**config.mk**
```make
export PLATFORM = sky130hd
export DESIGN_NAME = bus_tx_framer_flat
export DESIGN_NICKNAME = d
export VERILOG_FILES = /design/src/rtl/bus_tx_framer_pkg.sv /design/src/rtl/bus_tx_framer_if.sv /design/src/rtl/bus_tx_framer_fifo.sv /design/src/rtl/bus_tx_framer.sv /design/src/flat_wrapper.sv
export SDC_FILE = /design/constraint.sdc
export NUM_CORES = 1
export LEC_CHECK = 0
export ABC_CLOCK_PERIOD_IN_PS = 4050
export CAP_MARGIN = 0
export CORE_ASPECT_RATIO = 1.1
export CORE_UTILIZATION = 30
export CTS_BUF_LIST = sky130_fd_sc_hd__clkbuf_4 sky130_fd_sc_hd__clkbuf_8 sky130_fd_sc_hd__clkbuf_16
export CTS_CLUSTER_SIZE = 25
export DETAILED_ROUTE_END_ITERATION = 10
export GPL_ROUTABILITY_DRIVEN = 0
export HOLD_SLACK_MARGIN = 0.15
export PLACE_DENSITY = 0.44
export SYNTH_ARGS = -nofsm -noshare
export SYNTH_HDL_FRONTEND = slang
export SYNTH_HIERARCHICAL = 1
export SYNTH_SLANG_ARGS = --single-unit
export TNS_END_PERCENT = 1
```
**constraint.sdc**
```tcl
create_clock -name clk -period 4.05 [get_ports clk]
set_input_delay 1.0125 -clock clk [delete_from_list [all_inputs] [get_ports clk]]
set_output_delay 1.0125 -clock clk [all_outputs]
set_load 0.05 [all_outputs]
```
**src/rtl/bus_tx_framer_pkg.sv**
```systemverilog
// rtl/bus_tx_framer_pkg.sv - shared constants, header layout and FSM encoding for the bus tx framer
package bus_tx_framer_pkg;

    // Header byte layout: {op, src, dest, 2'b00}
    localparam int HDR_OP_HI  = 7;
    localparam int HDR_OP_LO  = 6;
    localparam int HDR_SRC_HI = 5;
    localparam int HDR_SRC_LO = 4;
    localparam int HDR_DST_HI = 3;
    localparam int HDR_DST_LO = 2;

    // Module IDs on the shared bus
    localparam logic [1:0] CTRL_ID = 2'b11;

    typedef enum logic [2:0] {
        ST_IDLE    = 3'd0,
        ST_HDR     = 3'd1,
        ST_PAYLOAD = 3'd2,
        ST_DONE    = 3'd3,
        ST_ABORT   = 3'd4
    } state_t;

    // Pack request fields into the header byte; the two low bits are reserved zeros
    function automatic logic [7:0] make_header(input logic [1:0] op,
                                               input logic [1:0] src,
                                               input logic [1:0] dst);
        logic [7:0] h;
        h = 8'h00;
        h[HDR_OP_HI:HDR_OP_LO]   = op;
        h[HDR_SRC_HI:HDR_SRC_LO] = src;
        h[HDR_DST_HI:HDR_DST_LO] = dst;
        return h;
    endfunction

endpackage

```
**src/rtl/bus_tx_framer_if.sv**
```systemverilog
// rtl/bus_tx_framer_if.sv - request, payload-write, send and status signals of the framer
interface bus_tx_framer_if;

    logic       req_valid;
    logic       req_ready;
    logic [1:0] req_src;
    logic [1:0] req_dest;
    logic [1:0] req_op;
    logic [7:0] req_len;

    logic       wr_valid;
    logic       wr_ready;
    logic [7:0] wr_data;

    logic       send_valid;
    logic [7:0] send_data;
    logic       send_ready;

    logic       ack;
    logic       err;
    logic       busy;

    // Host side: issues requests and payload, drains the send stream
    modport master (
        output req_valid, req_src, req_dest, req_op, req_len,
        output wr_valid, wr_data,
        output send_ready,
        input  req_ready, wr_ready,
        input  send_valid, send_data,
        input  ack, err, busy
    );

    // Framer side
    modport slave (
        input  req_valid, req_src, req_dest, req_op, req_len,
        input  wr_valid, wr_data,
        input  send_ready,
        output req_ready, wr_ready,
        output send_valid, send_data,
        output ack, err, busy
    );

endinterface

```
**src/rtl/bus_tx_framer_fifo.sv**
```systemverilog
// rtl/bus_tx_framer_fifo.sv - synchronous payload FIFO with flush and registered head
module bus_tx_framer_fifo #(
    parameter int DEPTH = 16,
    parameter int WIDTH = 8
) (
    input  logic             clk,
    input  logic             rst_n,
    input  logic             i_push,
    input  logic [WIDTH-1:0] i_data,
    input  logic             i_pop,
    input  logic             i_flush,
    output logic             o_full,
    output logic             o_empty,
    output logic [WIDTH-1:0] o_head
);

    localparam int AW = $clog2(DEPTH);

    logic [AW:0]      r_wr_ptr;
    logic [AW:0]      r_rd_ptr;
    logic [WIDTH-1:0] r_mem [DEPTH];
    logic             w_push_ok;
    logic             w_pop_ok;
    logic [AW-1:0]    w_wr_idx;

    // Extra pointer MSB distinguishes full from empty when the indices match
    assign o_empty   = (r_wr_ptr == r_rd_ptr);
    assign o_full    = (r_wr_ptr[AW] != r_rd_ptr[AW]) &&
                       (r_wr_ptr[AW-1:0] == r_rd_ptr[AW-1:0]);
    assign w_push_ok = i_push && !o_full;
    assign w_pop_ok  = i_pop && !o_empty && !i_flush;
    // A byte written during a flush survives as the first entry of the cleared FIFO
    assign w_wr_idx  = i_flush ? '0 : r_wr_ptr[AW-1:0];
    assign o_head    = r_mem[r_rd_ptr[AW-1:0]];

    // Pointer update: flush clears both, otherwise independent push/pop advance
    always_ff @(posedge clk or negedge rst_n) begin
        if (!rst_n) begin
            r_wr_ptr <= '0;
            r_rd_ptr <= '0;
        end else if (i_flush) begin
            r_rd_ptr <= '0;
            r_wr_ptr <= w_push_ok ? (AW+1)'(1) : '0;
        end else begin
            if (w_push_ok) r_wr_ptr <= r_wr_ptr + (AW+1)'(1);
            if (w_pop_ok)  r_rd_ptr <= r_rd_ptr + (AW+1)'(1);
        end
    end

    // Storage write; contents need no reset since pointers gate visibility
    always_ff @(posedge clk) begin
        if (w_push_ok) r_mem[w_wr_idx] <= i_data;
    end

endmodule

```
**src/rtl/bus_tx_framer.sv**
```systemverilog
// rtl/bus_tx_framer.sv - framer emitting header plus payload bytes with ack and stall watchdog
module bus_tx_framer
    import bus_tx_framer_pkg::*;
#(
    parameter int FIFO_DEPTH = 16,
    parameter int TIMEOUT    = 255
) (
    input  logic           clk,
    input  logic           rst_n,
    bus_tx_framer_if.slave bus
);

    localparam int             WDW     = $clog2(TIMEOUT + 1);
    localparam logic [WDW-1:0] WD_LAST = WDW'(TIMEOUT - 1);

    state_t         r_state;
    state_t         w_state_next;
    logic [7:0]     r_hdr;
    logic [7:0]     r_remaining;
    logic [WDW-1:0] r_wdog;

    logic       w_accept;
    logic       w_wdog_expire;
    logic       w_send_valid;
    logic [7:0] w_send_data;
    logic       w_xfer;
    logic       w_pop;
    logic       w_flush;
    logic       w_ack;
    logic       w_err;
    logic       w_req_ready;

    logic       w_fifo_push;
    logic       w_fifo_full;
    logic       w_fifo_empty;
    logic [7:0] w_fifo_head;

    assign w_accept      = (r_state == ST_IDLE) && bus.req_valid;
    // This stall would be the TIMEOUT-th in a row, so leave for ABORT now
    assign w_wdog_expire = (r_wdog == WD_LAST);
    assign w_fifo_push   = bus.wr_valid && !w_fifo_full;

    bus_tx_framer_fifo #(
        .DEPTH (FIFO_DEPTH),
        .WIDTH (8)
    ) u_fifo (
        .clk     (clk),
        .rst_n   (rst_n),
        .i_push  (w_fifo_push),
        .i_data  (bus.wr_data),
        .i_pop   (w_pop),
        .i_flush (w_flush),
        .o_full  (w_fifo_full),
        .o_empty (w_fifo_empty),
        .o_head  (w_fifo_head)
    );

    // State register
    always_ff @(posedge clk or negedge rst_n) begin
        if (!rst_n) r_state <= ST_IDLE;
        else        r_state <= w_state_next;
    end

    // Next-state and per-state outputs
    always_comb begin
        w_state_next = r_state;
        w_send_valid = 1'b0;
        w_send_data  = 8'h00;
        w_xfer       = 1'b0;
        w_pop        = 1'b0;
        w_flush      = 1'b0;
        w_ack        = 1'b0;
        w_err        = 1'b0;
        w_req_ready  = 1'b0;
        case (r_state)
            ST_IDLE: begin
                w_req_ready = 1'b1;
                if (bus.req_valid) w_state_next = ST_HDR;
            end
            ST_HDR: begin
                w_send_valid = 1'b1;
                w_send_data  = r_hdr;
                w_xfer       = bus.send_ready;
                if (w_xfer)             w_state_next = (r_remaining != 8'd0) ? ST_PAYLOAD : ST_DONE;
                else if (w_wdog_expire) w_state_next = ST_ABORT;
            end
            ST_PAYLOAD: begin
                w_send_valid = !w_fifo_empty;
                w_send_data  = w_fifo_empty ? 8'h00 : w_fifo_head;
                w_xfer       = w_send_valid && bus.send_ready;
                w_pop        = w_xfer;
                if (w_xfer) begin
                    if (r_remaining == 8'd1) w_state_next = ST_DONE;
                end else if (w_wdog_expire) begin
                    w_state_next = ST_ABORT;
                end
            end
            ST_DONE: begin
                w_ack        = 1'b1;
                w_state_next = ST_IDLE;
            end
            ST_ABORT: begin
                w_ack        = 1'b1;
                w_err        = 1'b1;
                w_flush      = 1'b1;
                w_state_next = ST_IDLE;
            end
            default: w_state_next = ST_IDLE;
        endcase
    end

    // Header/length latch on accept, remaining-count and watchdog tracking while sending
    always_ff @(posedge clk or negedge rst_n) begin
        if (!rst_n) begin
            r_hdr       <= 8'h00;
            r_remaining <= 8'h00;
            r_wdog      <= '0;
        end else if (w_accept) begin
            r_hdr       <= make_header(bus.req_op, bus.req_src, bus.req_dest);
            r_remaining <= bus.req_len;
            r_wdog      <= '0;
        end else if (r_state == ST_HDR || r_state == ST_PAYLOAD) begin
            if (w_xfer) begin
                r_wdog <= '0;
                if (r_state == ST_PAYLOAD) r_remaining <= r_remaining - 8'd1;
            end else if (!w_wdog_expire) begin
                r_wdog <= r_wdog + WDW'(1);
            end
        end
    end

    assign bus.req_ready  = w_req_ready;
    assign bus.wr_ready   = !w_fifo_full;
    assign bus.send_valid = w_send_valid;
    assign bus.send_data  = w_send_data;
    assign bus.ack        = w_ack;
    assign bus.err        = w_err;
    assign bus.busy       = (r_state != ST_IDLE);

endmodule
```
**src/flat_wrapper.sv**
```systemverilog
// flat-port wrapper written by rule: the top's interface ports become plain ports
module bus_tx_framer_flat import bus_tx_framer_pkg::*;
#(
    parameter int FIFO_DEPTH = 16,
    parameter int TIMEOUT    = 255
)
  (clk, rst_n, bus_req_valid, bus_req_src, bus_req_dest, bus_req_op, bus_req_len, bus_wr_valid, bus_wr_data, bus_send_ready, bus_req_ready, bus_wr_ready, bus_send_valid, bus_send_data, bus_ack, bus_err, bus_busy);
  bus_tx_framer_if bus_i ();
  input  logic clk;
  input  logic rst_n;
  input wire logic [$bits(bus_i.req_valid)-1:0] bus_req_valid;
  input wire logic [$bits(bus_i.req_src)-1:0] bus_req_src;
  input wire logic [$bits(bus_i.req_dest)-1:0] bus_req_dest;
  input wire logic [$bits(bus_i.req_op)-1:0] bus_req_op;
  input wire logic [$bits(bus_i.req_len)-1:0] bus_req_len;
  input wire logic [$bits(bus_i.wr_valid)-1:0] bus_wr_valid;
  input wire logic [$bits(bus_i.wr_data)-1:0] bus_wr_data;
  input wire logic [$bits(bus_i.send_ready)-1:0] bus_send_ready;
  output wire logic [$bits(bus_i.req_ready)-1:0] bus_req_ready;
  output wire logic [$bits(bus_i.wr_ready)-1:0] bus_wr_ready;
  output wire logic [$bits(bus_i.send_valid)-1:0] bus_send_valid;
  output wire logic [$bits(bus_i.send_data)-1:0] bus_send_data;
  output wire logic [$bits(bus_i.ack)-1:0] bus_ack;
  output wire logic [$bits(bus_i.err)-1:0] bus_err;
  output wire logic [$bits(bus_i.busy)-1:0] bus_busy;
  assign bus_i.req_valid = bus_req_valid;
  assign bus_i.req_src = bus_req_src;
  assign bus_i.req_dest = bus_req_dest;
  assign bus_i.req_op = bus_req_op;
  assign bus_i.req_len = bus_req_len;
  assign bus_i.wr_valid = bus_wr_valid;
  assign bus_i.wr_data = bus_wr_data;
  assign bus_i.send_ready = bus_send_ready;
  assign bus_req_ready = bus_i.req_ready;
  assign bus_wr_ready = bus_i.wr_ready;
  assign bus_send_valid = bus_i.send_valid;
  assign bus_send_data = bus_i.send_data;
  assign bus_ack = bus_i.ack;
  assign bus_err = bus_i.err;
  assign bus_busy = bus_i.busy;
  bus_tx_framer #(.FIFO_DEPTH(FIFO_DEPTH), .TIMEOUT(TIMEOUT)) u_core (.clk(clk), .rst_n(rst_n), .bus(bus_i));
endmodule
```
---- Yosys cells after proc, flatten, opt, wreduce, memory -nomap -nowiden ----
Memories as Yosys holds them, arrays and structs flattened.
Cells that the tools add are included.
cells by class
  add/subtract/negate cells ............... 4
  reductions and logical operators ........ 23
  equal/unequal tests ..................... 12
  multiplexer cells ....................... 31
operator list
  cell                                                 count
  two-way mux 8 bit                                    9
  two-way mux 5 bit                                    4
  case mux 8 bit (2 select lines)                      1
  two-way mux 3 bit                                    5
  adder 5 x 1 -> 5 bit, second input constant          2
  nonzero test 2 bit                                   5
  case mux 3 bit (3 select lines)                      1
  adder 8 x 1 -> 8 bit, second input constant          1
  equality test 8 x 1 -> 1 bit, second input constant  1
  equality test 8 bit, second input constant           1
  two-way mux 1 bit                                    8
  nonzero test 8 bit                                   1
  subtractor 8 x 1 -> 8 bit, second input constant     1
  logical AND 1 bit                                    7
  equality test 3 x 2 -> 1 bit, second input constant  2
  equality test 5 bit                                  1
  equality test 4 bit                                  1
  two-way mux 4 bit                                    1
  case mux 1 bit (2 select lines)                      2
  AND reduction 2 bit                                  2
  equality test 3 x 1 -> 1 bit, second input constant  1
  equality test 3 bit, second input constant           1
  zero test 1 bit                                      3
  zero test 3 bit                                      1
  other kinds (8)                                      8
storage, ports and cells
  logic and storage cells ................. 77
  memories ................................ 1
  memory bits (writable) .................. 128
  flip-flop bits (word level) ............. 35
memory list
  name                 words  bits a word  read ports  clocked after memory_dff  wr ports  RTL line                  source
  u_core.u_fifo.r_mem  16     8            1           0                         1         bus_tx_framer_fifo.sv:21  logic [WIDTH-1:0] r_mem [DEPTH];

---- Logic depth before layout (Yosys ltp) ----
Gate-level depths: netlist (run 1).
  word-level depth ........................ 8
  gate-level depth with buffers ........... 10
  mapped depth without buffers ............ 9

---- Modules after synthesis ----
Netlist (run 1), hierarchy kept.
modules (own cells, without submodules)
  module              cells an instance  instances  area an instance (um^2)
  bus_tx_framer_fifo  301                1          5743.0
  bus_tx_framer       184                1          1625.3

---- Least setup slack after synthesis (run 1) ----
No wires, ideal clock.
  path type ............................... reg2out
  from .................................... reg u_core.r_state[2]
  to ...................................... out bus_ack
  path buffers ............................ 1
  cell stages (with the launch flop) ...... 4
  data arrival time ....................... 2.898 ns
  setup slack ............................. 0.140 ns
  cells stage by stage .................... dfrtp_1 clkbuf_1 nor3b_1 o21bai_1
between the ends
  cells in the longest elaborated chain, start to end .. 3
  elaborated cells between the ends (all ways) .. 4
ends and longest elaborated chain
  item                                                                 RTL line             source
  start: declaration                                                   bus_tx_framer.sv:16  state_t r_state;
  start signal: assignment                                             bus_tx_framer.sv:61  else r_state <= w_state_next;
  equality test 3 x 2 -> 1 bit or equality test 3 bit (tied branches)  bus_tx_framer.sv:75  case (r_state)
  OR reduction 2 bit (no source line) *                                --
  two-way mux 1 bit *                                                  bus_tx_framer.sv:75
  end: declaration                                                     flat_wrapper.sv:23   output wire logic [$bits(bus_i.ack)-1:0] bus_ack;
Every way passes the cells marked *; elsewhere a longest branch is shown, timed or not.

---- Worst setup path in the final report (run 1) ----
  from .................................... reg u_core.u_fifo.r_rd_ptr[0]
  to ...................................... out bus_send_data[2]
between the ends
  cells in the longest elaborated chain, start to end .. 3
  elaborated cells between the ends (all ways) .. 4
ends and longest elaborated chain
  item                             RTL line                  source
  start: declaration               bus_tx_framer_fifo.sv:20  logic [AW:0] r_rd_ptr;
  start signal: assignment         bus_tx_framer_fifo.sv:46  if (w_pop_ok) r_rd_ptr <= r_rd_ptr + (AW+1)'(1);
  memory (16 x 8 bit)              --
  via u_core.w_fifo_head[2]        bus_tx_framer.sv:36       logic [7:0] w_fifo_head;
  two-way mux 8 bit                bus_tx_framer.sv:89       w_send_data = w_fifo_empty ? 8'h00 : w_fifo_head;
  case mux 8 bit (2 select lines)  bus_tx_framer.sv:75
  end: declaration                 flat_wrapper.sv:22        output wire logic [$bits(bus_i.send_data)-1:0] bus_send_data;
The timed path passes the listed nets, and every way through them passes these cells.

==> results of run 1 <==
## area by class of cell
type | count | share of cell area, %
clock buffers | 17 | 4.758
flip-flops and latches | 163 | 52.83
clock inverters | 15 | 2.225
repair buffers | 67 | 7.837
inverters | 14 | 0.5877
well taps | 305 | 4.268
multi-input cells | 280 | 27.50
## what timing repair did
action,CTS,global route
resized for setup,0,1
hold endpoints to repair,0,0
endpoints found under the setup margin,0,2
buffers inserted,0,0
## through the flow
| stage | hold WS [ns] | cell area [um^2] | utilization (%) | total power [mW] |
|---|---|---|---|---|
| floorplan | 0.4461 | 7368 | - | 4.071 |
| global placement | 0.4639 | 8314 | 34.76 | 4.867 |
| detailed placement | 0.4726 | 8314 | 34.76 | 4.900 |
| CTS | 0.4900 | 8939 | 37.37 | 6.556 |
| global route | 0.5125 | 8941 | 37.38 | 6.833 |
| finish | 0.4830 | 8941 | 37.38 | 6.473 |
## routing by layer
| metal | up-vias | GRT usage (%) |
|---|---|---|
| met5 | - | 0 |
| met4 | 0 | 3.522 |
| met3 | 13 | 2.967 |
| met2 | 78 | 24.24 |
| met1 | 2227 | 18.61 |
| li1 | 2020 | - |
## where the power goes
part	switching [mW]	internal (mW)
combinational	1.38	1.09
clock	0.788	0.850
sequential	0.270	2.09
## worst paths after layout
path / from / endpoint / slack (ns)
max: u_core/u_fifo/r_rd_ptr[0]$_DFFE_PN0P_ / bus_send_data[2] / 0.29
min: u_core/r_hdr[7]$_DFFE_PN0P_ / u_core/r_hdr[7]$_DFFE_PN0P_ / 0.48
max reg2reg: u_core/u_fifo/r_rd_ptr[0]$_DFFE_PN0P_ / u_core/u_fifo/r_mem[9][5]$_DFFE_PP_ / 1.04
min reg2reg: u_core/r_hdr[7]$_DFFE_PN0P_ / u_core/r_hdr[7]$_DFFE_PN0P_ / 0.48
max in group asynchronous: rst_n / u_core/u_fifo/r_rd_ptr[0]$_DFFE_PN0P_ / 2.72
min in group asynchronous: rst_n / u_core/r_remaining[3]$_DFFE_PN0P_ / 0.68
## placed cells by master, fill, tap and decap left out, types with 8 or more instances in the layout
cell type / instances
a21oi_1: 23
buf_12: 10
buf_4: 26
clkbuf_16: 17
clkdlybuf4s50_1: 30
dfrtp_1: 34
edfxtp_1: 128
inv_1: 14
mux2i_1: 11
mux4_1: 9
mux4_2: 23
nand2_1: 43
nand4_1: 9
nor2_1: 18
nor2b_1: 17
nor3_1: 8
o21ai_0: 8
xnor2_1: 8
## kinds of logic (layout without fill, tap and decap cells)
family          after synthesis  count (layout)  synth area share (%)
mux                          49              49                 12.65
flops                       163             163                 64.05
simple gates                141             141                 10.49
buf+inv                      42             113                 3.328
xor+xnor                     12              12                 1.426
compound gates               72              72                 7.030
fa+ha+maj                     6               6                 1.019
## worst max-delay path: stages, from the launching register on
cell	delay [ns]
dfrtp_4	0.65
buf_4	0.33
mux4_1	0.60
a211oi_1	0.25
a21oi_1	0.07
a22o_1	0.26
buf_12	0.16
## registers in the layout (all words and copies together), names as in the netlist
register / count
u_core/r_remaining: 8
u_core/u_fifo/r_mem: 128
u_core/u_fifo/r_rd_ptr: 5
u_core/r_wdog: 8
u_core/r_hdr: 6
u_core/u_fifo/r_wr_ptr: 5
u_core/r_state: 3
==> flow_metrics.tcl, run 1 <==
set metrics [dict create \
    insertion_delay_ns 0.43 \
    wl_met3_um 537 \
    drc_errors 0 \
    crit_path_end_kind "output port" \
    cts_buffers 17 \
    avgSynthCellArea_um2 15.19 \
    outcome "complete, no violations" \
    syn2layout_area_growth_pct 21.34 \
    rr_worst_depth 8 \
    critPathKind "flop to output port" \
    cts_tree "done" \
    slew_violations 0 \
    yosysUniqueCellTypes 59 \
    cts_max_level 4 \
    grt_pass1_vias 4411 \
    worstPathArrival_ns 2.75 \
    multiInputGateArea_um2 2459 \
    num-nets-final 576 \
    maxCapViolCount 0 \
    ys_seq_elements 163 \
    n_antenna_cell 0 \
    syn_inst 485 \
    ys.warnings.count 6 \
    routed-wl-met2_mm 8.619 \
    worst_pin_slew_ns 0.8519 \
    m1WireLength_mm 7.829 \
    antenna_found_initial 0 \
    syn-cell-area_um2 7368 \
    wire_per_inst_um 19.89 \
    grt_overflow 0 \
    synth_flop_cell "edfxtp_1" \
    finalClockSkew_ns 0.01268 \
    finalWorstSetupSlack_ns 0.2855 \
    synth-edff-count 128 \
    start_util_pct 30.81 \
    dp_hpwl_mm 11.16 \
    synth_top_area_share_pct 52.17 \
    dieArea_um2 25190 \
    die_x_um 151.4 \
    slew_headroom_pct 43.21 \
    cts_buffer_depth 2 \
    grt_pass1_wl_mm 26.21 \
    wl_mm 17.13 \
    synth_common_cells "edfxtp_1, nand2_1, dfrtp_1" \
    track_usage_pct 14.35 \
    stdcell_count 861 \
    drt-vias-per-instance 5.038 \
    drt-pass1-iter-count 4 \
    final-hold-violation-count 0 \
    setup_viol 0 \
    synth_nets 518 \
    routed.top_layer "met4" \
    seqCellArea_um2 4723 \
    port_buffers 40 \
    path_max_fanout 20 \
    ios 41 \
    post-place-ws_ns 0.5548 \
    crit_path_start_kind "flop" \
    max_freq_mhz 265.6 \
    row_count 59 \
    coreArea_um2 23920 \
    cts_sinks 163 \
    tns_ns 0 \
    yosysSeqAreaShare_pct 64.05 \
    grt_start_max_net_pins 36 \
    rsz0062_at_grt "false" \
    p_leak_nw 3.093 \
    num_vias 4338 \
    netlist.top_cell.by_area "edfxtp_1" \
    fillers 2239 \
    drive_gt1_share_pct 21.58 \
    p_per_area_nw_per_um2 724.0 \
    hold_path_class "flop to flop" \
    crit_required_ns 3.04 \
    worst_ir_drop_vdd_mv 0.2852 \
    worstHoldPathCells 2 \
    period_share_pct 92.95 \
    ys_top_cells_by_area "edfxtp_1, dfrtp_1, mux4_2, mux4_1, nand2_1" \
    clk_pin_slew_ns 0.07 \
    cts_root_buf "clkbuf_16" \
    dp_cells 829 \
    period_needed_ns 3.764 \
    first_iter_violations 227 \
    cts_hold_buf 0 \
    synthArstFlopShare_pct 21.47 \
    fp.dieH_um 166.4 \
    postRouteAntennaNets 0 \
    yosysMostFrequentCell "edfxtp_1" \
]
(Power assumes the default switching activity.)
==> run 2, diff against run 1 <==
ABC_CLOCK_PERIOD_IN_PS = 4000   (was 4050)
clock period = 4 ns   (was 4.05 ns; I/O delays follow)
==> flow_metrics.tcl, run 2 (same netlist as run 1, synthesis figures left out) <==
set metrics [dict create \
    cp_top_family "flip-flops" \
    cts_root_buf "clkbuf_16" \
    p_leak_nw 3.088 \
    finalPower_mw 6.554 \
    worstPathArrival_ns 2.74 \
    maxCapViolCount 0 \
    r2r_setup_slack_ns 0.98 \
    critical_path.slowest_cell "dfrtp_4" \
    syn2layout_area_growth_pct 21.14 \
    worst-path-stages 6 \
    crit_path_start_kind "flop" \
    fillers 2279 \
    hold_path_class "flop to flop" \
    r2r-start "u_core/u_fifo/r_rd_ptr[0]$_DFFE_PN0P_" \
    cts_hold_buf 0 \
    num-nets-final 576 \
    largest_register_ffs 128 \
    final_util_pct 37.32 \
    rsz0062_at_grt "false" \
    period_share_pct 93.59 \
    antenna_found_initial 0 \
    n_antenna_cell 0 \
    slew_violations 0 \
    cts_sinks 163 \
    wire_per_inst_um 20.17 \
    start_util_pct 30.81 \
    max_freq_mhz 267.1 \
    insertion_delay_ns 0.42 \
    cp_cell_sequence "buf_4 -> mux4_1 -> a211oi_1 -> a21oi_1 -> a22o_1 -> buf_12" \
    grt_start_max_net_pins 36 \
    row_count 59 \
    worst_ir_drop_vdd_mv 0.2562 \
    crit_path_end_kind "output port" \
    track_usage_pct 14.63 \
    grt_pass1_vias 4662 \
    worst_pin_slew_ns 0.8724 \
    wl_mm 17.36 \
    clk_pin_slew_ns 0.07 \
    reg_top3 "u_core/u_fifo/r_mem: 128 flops, u_core/r_remaining: 8 flops, u_core/r_wdog: 8 flops" \
    drt-pass1-iter-count 4 \
    grt_pass1_wl_mm 26.88 \
    path_max_fanout 23 \
    layout_commonest_cell "edfxtp_1" \
    drc_errors 0 \
    fp.dieH_um 166.4 \
    cts_tree "done" \
    port_buffers 40 \
    die_x_um 151.4 \
    slew_headroom_pct 41.84 \
    cp-startpoint "u_core/u_fifo/r_rd_ptr[0]$_DFFE_PN0P_" \
    outcome "complete, no violations" \
    cts_buffers 17 \
    layout_common_cells "edfxtp_1, nand2_1, dfrtp_1, clkdlybuf4s50_1, buf_4" \
    finalClockSkew_ns 0.01014 \
    grt_overflow 0 \
    p_per_area_nw_per_um2 734.3 \
    drive_gt1_share_pct 21.58 \
    drt-vias-per-instance 5.084 \
    cts_buffer_depth 2 \
    coreArea_um2 23920 \
    postRouteAntennaNets 0 \
    setup_viol 0 \
    timing.critical_path.buf_inv 2 \
    critPathKind "flop to output port" \
    crit_required_ns 3.00 \
    critPathMaxStageDelay_ns 0.68 \
    final-hold-violation-count 0 \
    period_needed_ns 3.744 \
    r2r-end "u_core/u_fifo/r_mem[9][7]$_DFFE_PP_" \
    num_vias 4377 \
    crit_path_end "bus_send_data[3]" \
    largest_register "u_core/u_fifo/r_mem" \
    dp_hpwl_mm 11.12 \
    tns_ns 0 \
    cts_max_level 4 \
    rr_worst_depth 8 \
    first_iter_violations 218 \
    postCtsSetupRepairBufs 0 \
    ios 41 \
    dieArea_um2 25190 \
]
## run 2: cell types whose count changed in the layout (fill, tap and decap cells not counted), sizes merged
cell,before,now
bufinv,0,1
clkinv,8,6
clkinvlp,0,1
## run 2: power by group
| group | internal [mW] | total, mW | leakage, nW | switching, mW |
|---|---|---|---|---|
| Combinational | 1.11 | 2.50 | 1.20 | 1.39 |
| Clock | 0.899 | 1.66 | 0.295 | 0.756 |
| Sequential | 2.12 | 2.40 | 1.59 | 0.277 |
| Total | 4.13 | 6.55 | 3.09 | 2.43 |
## run 2: timing repair
item | in CTS | in global routing
hold endpoints to repair | 0 | 0
endpoints found under the setup margin | 0 | 3
resized for setup | 0 | 1
## run 2: worst min path at each step
stage,startpoint,to,slack (ns),depth (start not counted)
final,u_core/r_hdr[2]$_DFFE_PN0P_,u_core/r_hdr[2]$_DFFE_PN0P_,0.49,2
after global routing,u_core/r_hdr[7]$_DFFE_PN0P_,u_core/r_hdr[7]$_DFFE_PN0P_,0.51,2
after CTS,u_core/r_hdr[2]$_DFFE_PN0P_,u_core/r_hdr[2]$_DFFE_PN0P_,0.49,2
after detailed placement,u_core/r_hdr[2]$_DFFE_PN0P_,u_core/r_hdr[2]$_DFFE_PN0P_,0.47,2
after global placement,u_core/r_hdr[2]$_DFFE_PN0P_,u_core/r_hdr[2]$_DFFE_PN0P_,0.46,2
after floorplan,u_core/r_hdr[2]$_DFFE_PN0P_,u_core/r_hdr[2]$_DFFE_PN0P_,0.45,2
## run 2: tightest hold or removal path: stages (launching register included)
cell and delay, ns:
dfrtp_1 0.35, nand2_1 0.05, nand2_1 0.06
## run 2: layer usage
layer	track usage, %	vias up	wire [um]
met5	0	-	0
met4	4.130	0	240
met3	3.187	12	891
met2	25.07	105	8811
met1	18.31	2236	7421
li1	-	2024	-
## run 2: per-stage QoR
step                      hold WS [ns]  instances  area [um^2]  setup slack, ns
final                           0.4913        861         8926           0.2563
after global routing            0.5142        861         8926           0.1112
after CTS                       0.4901        861         8924          0.03273
after detailed placement        0.4720        829         8314           0.4820
after global placement          0.4603        829         8314           0.4697
after floorplan                 0.4461        485         7368           0.1022
## run 2: final cells by class
cell class / count / area, um^2 / share of cell area [%]
sequential: 163 / 4723 / 52.92
inverter: 14 / 52.55 / 0.5887
clock buffer: 17 / 425.4 / 4.766
timing repair buffer: 67 / 700.7 / 7.850
multi-input combinational: 280 / 2459 / 27.54
clock inverter: 15 / 183.9 / 2.061
tap: 305 / 381.6 / 4.275
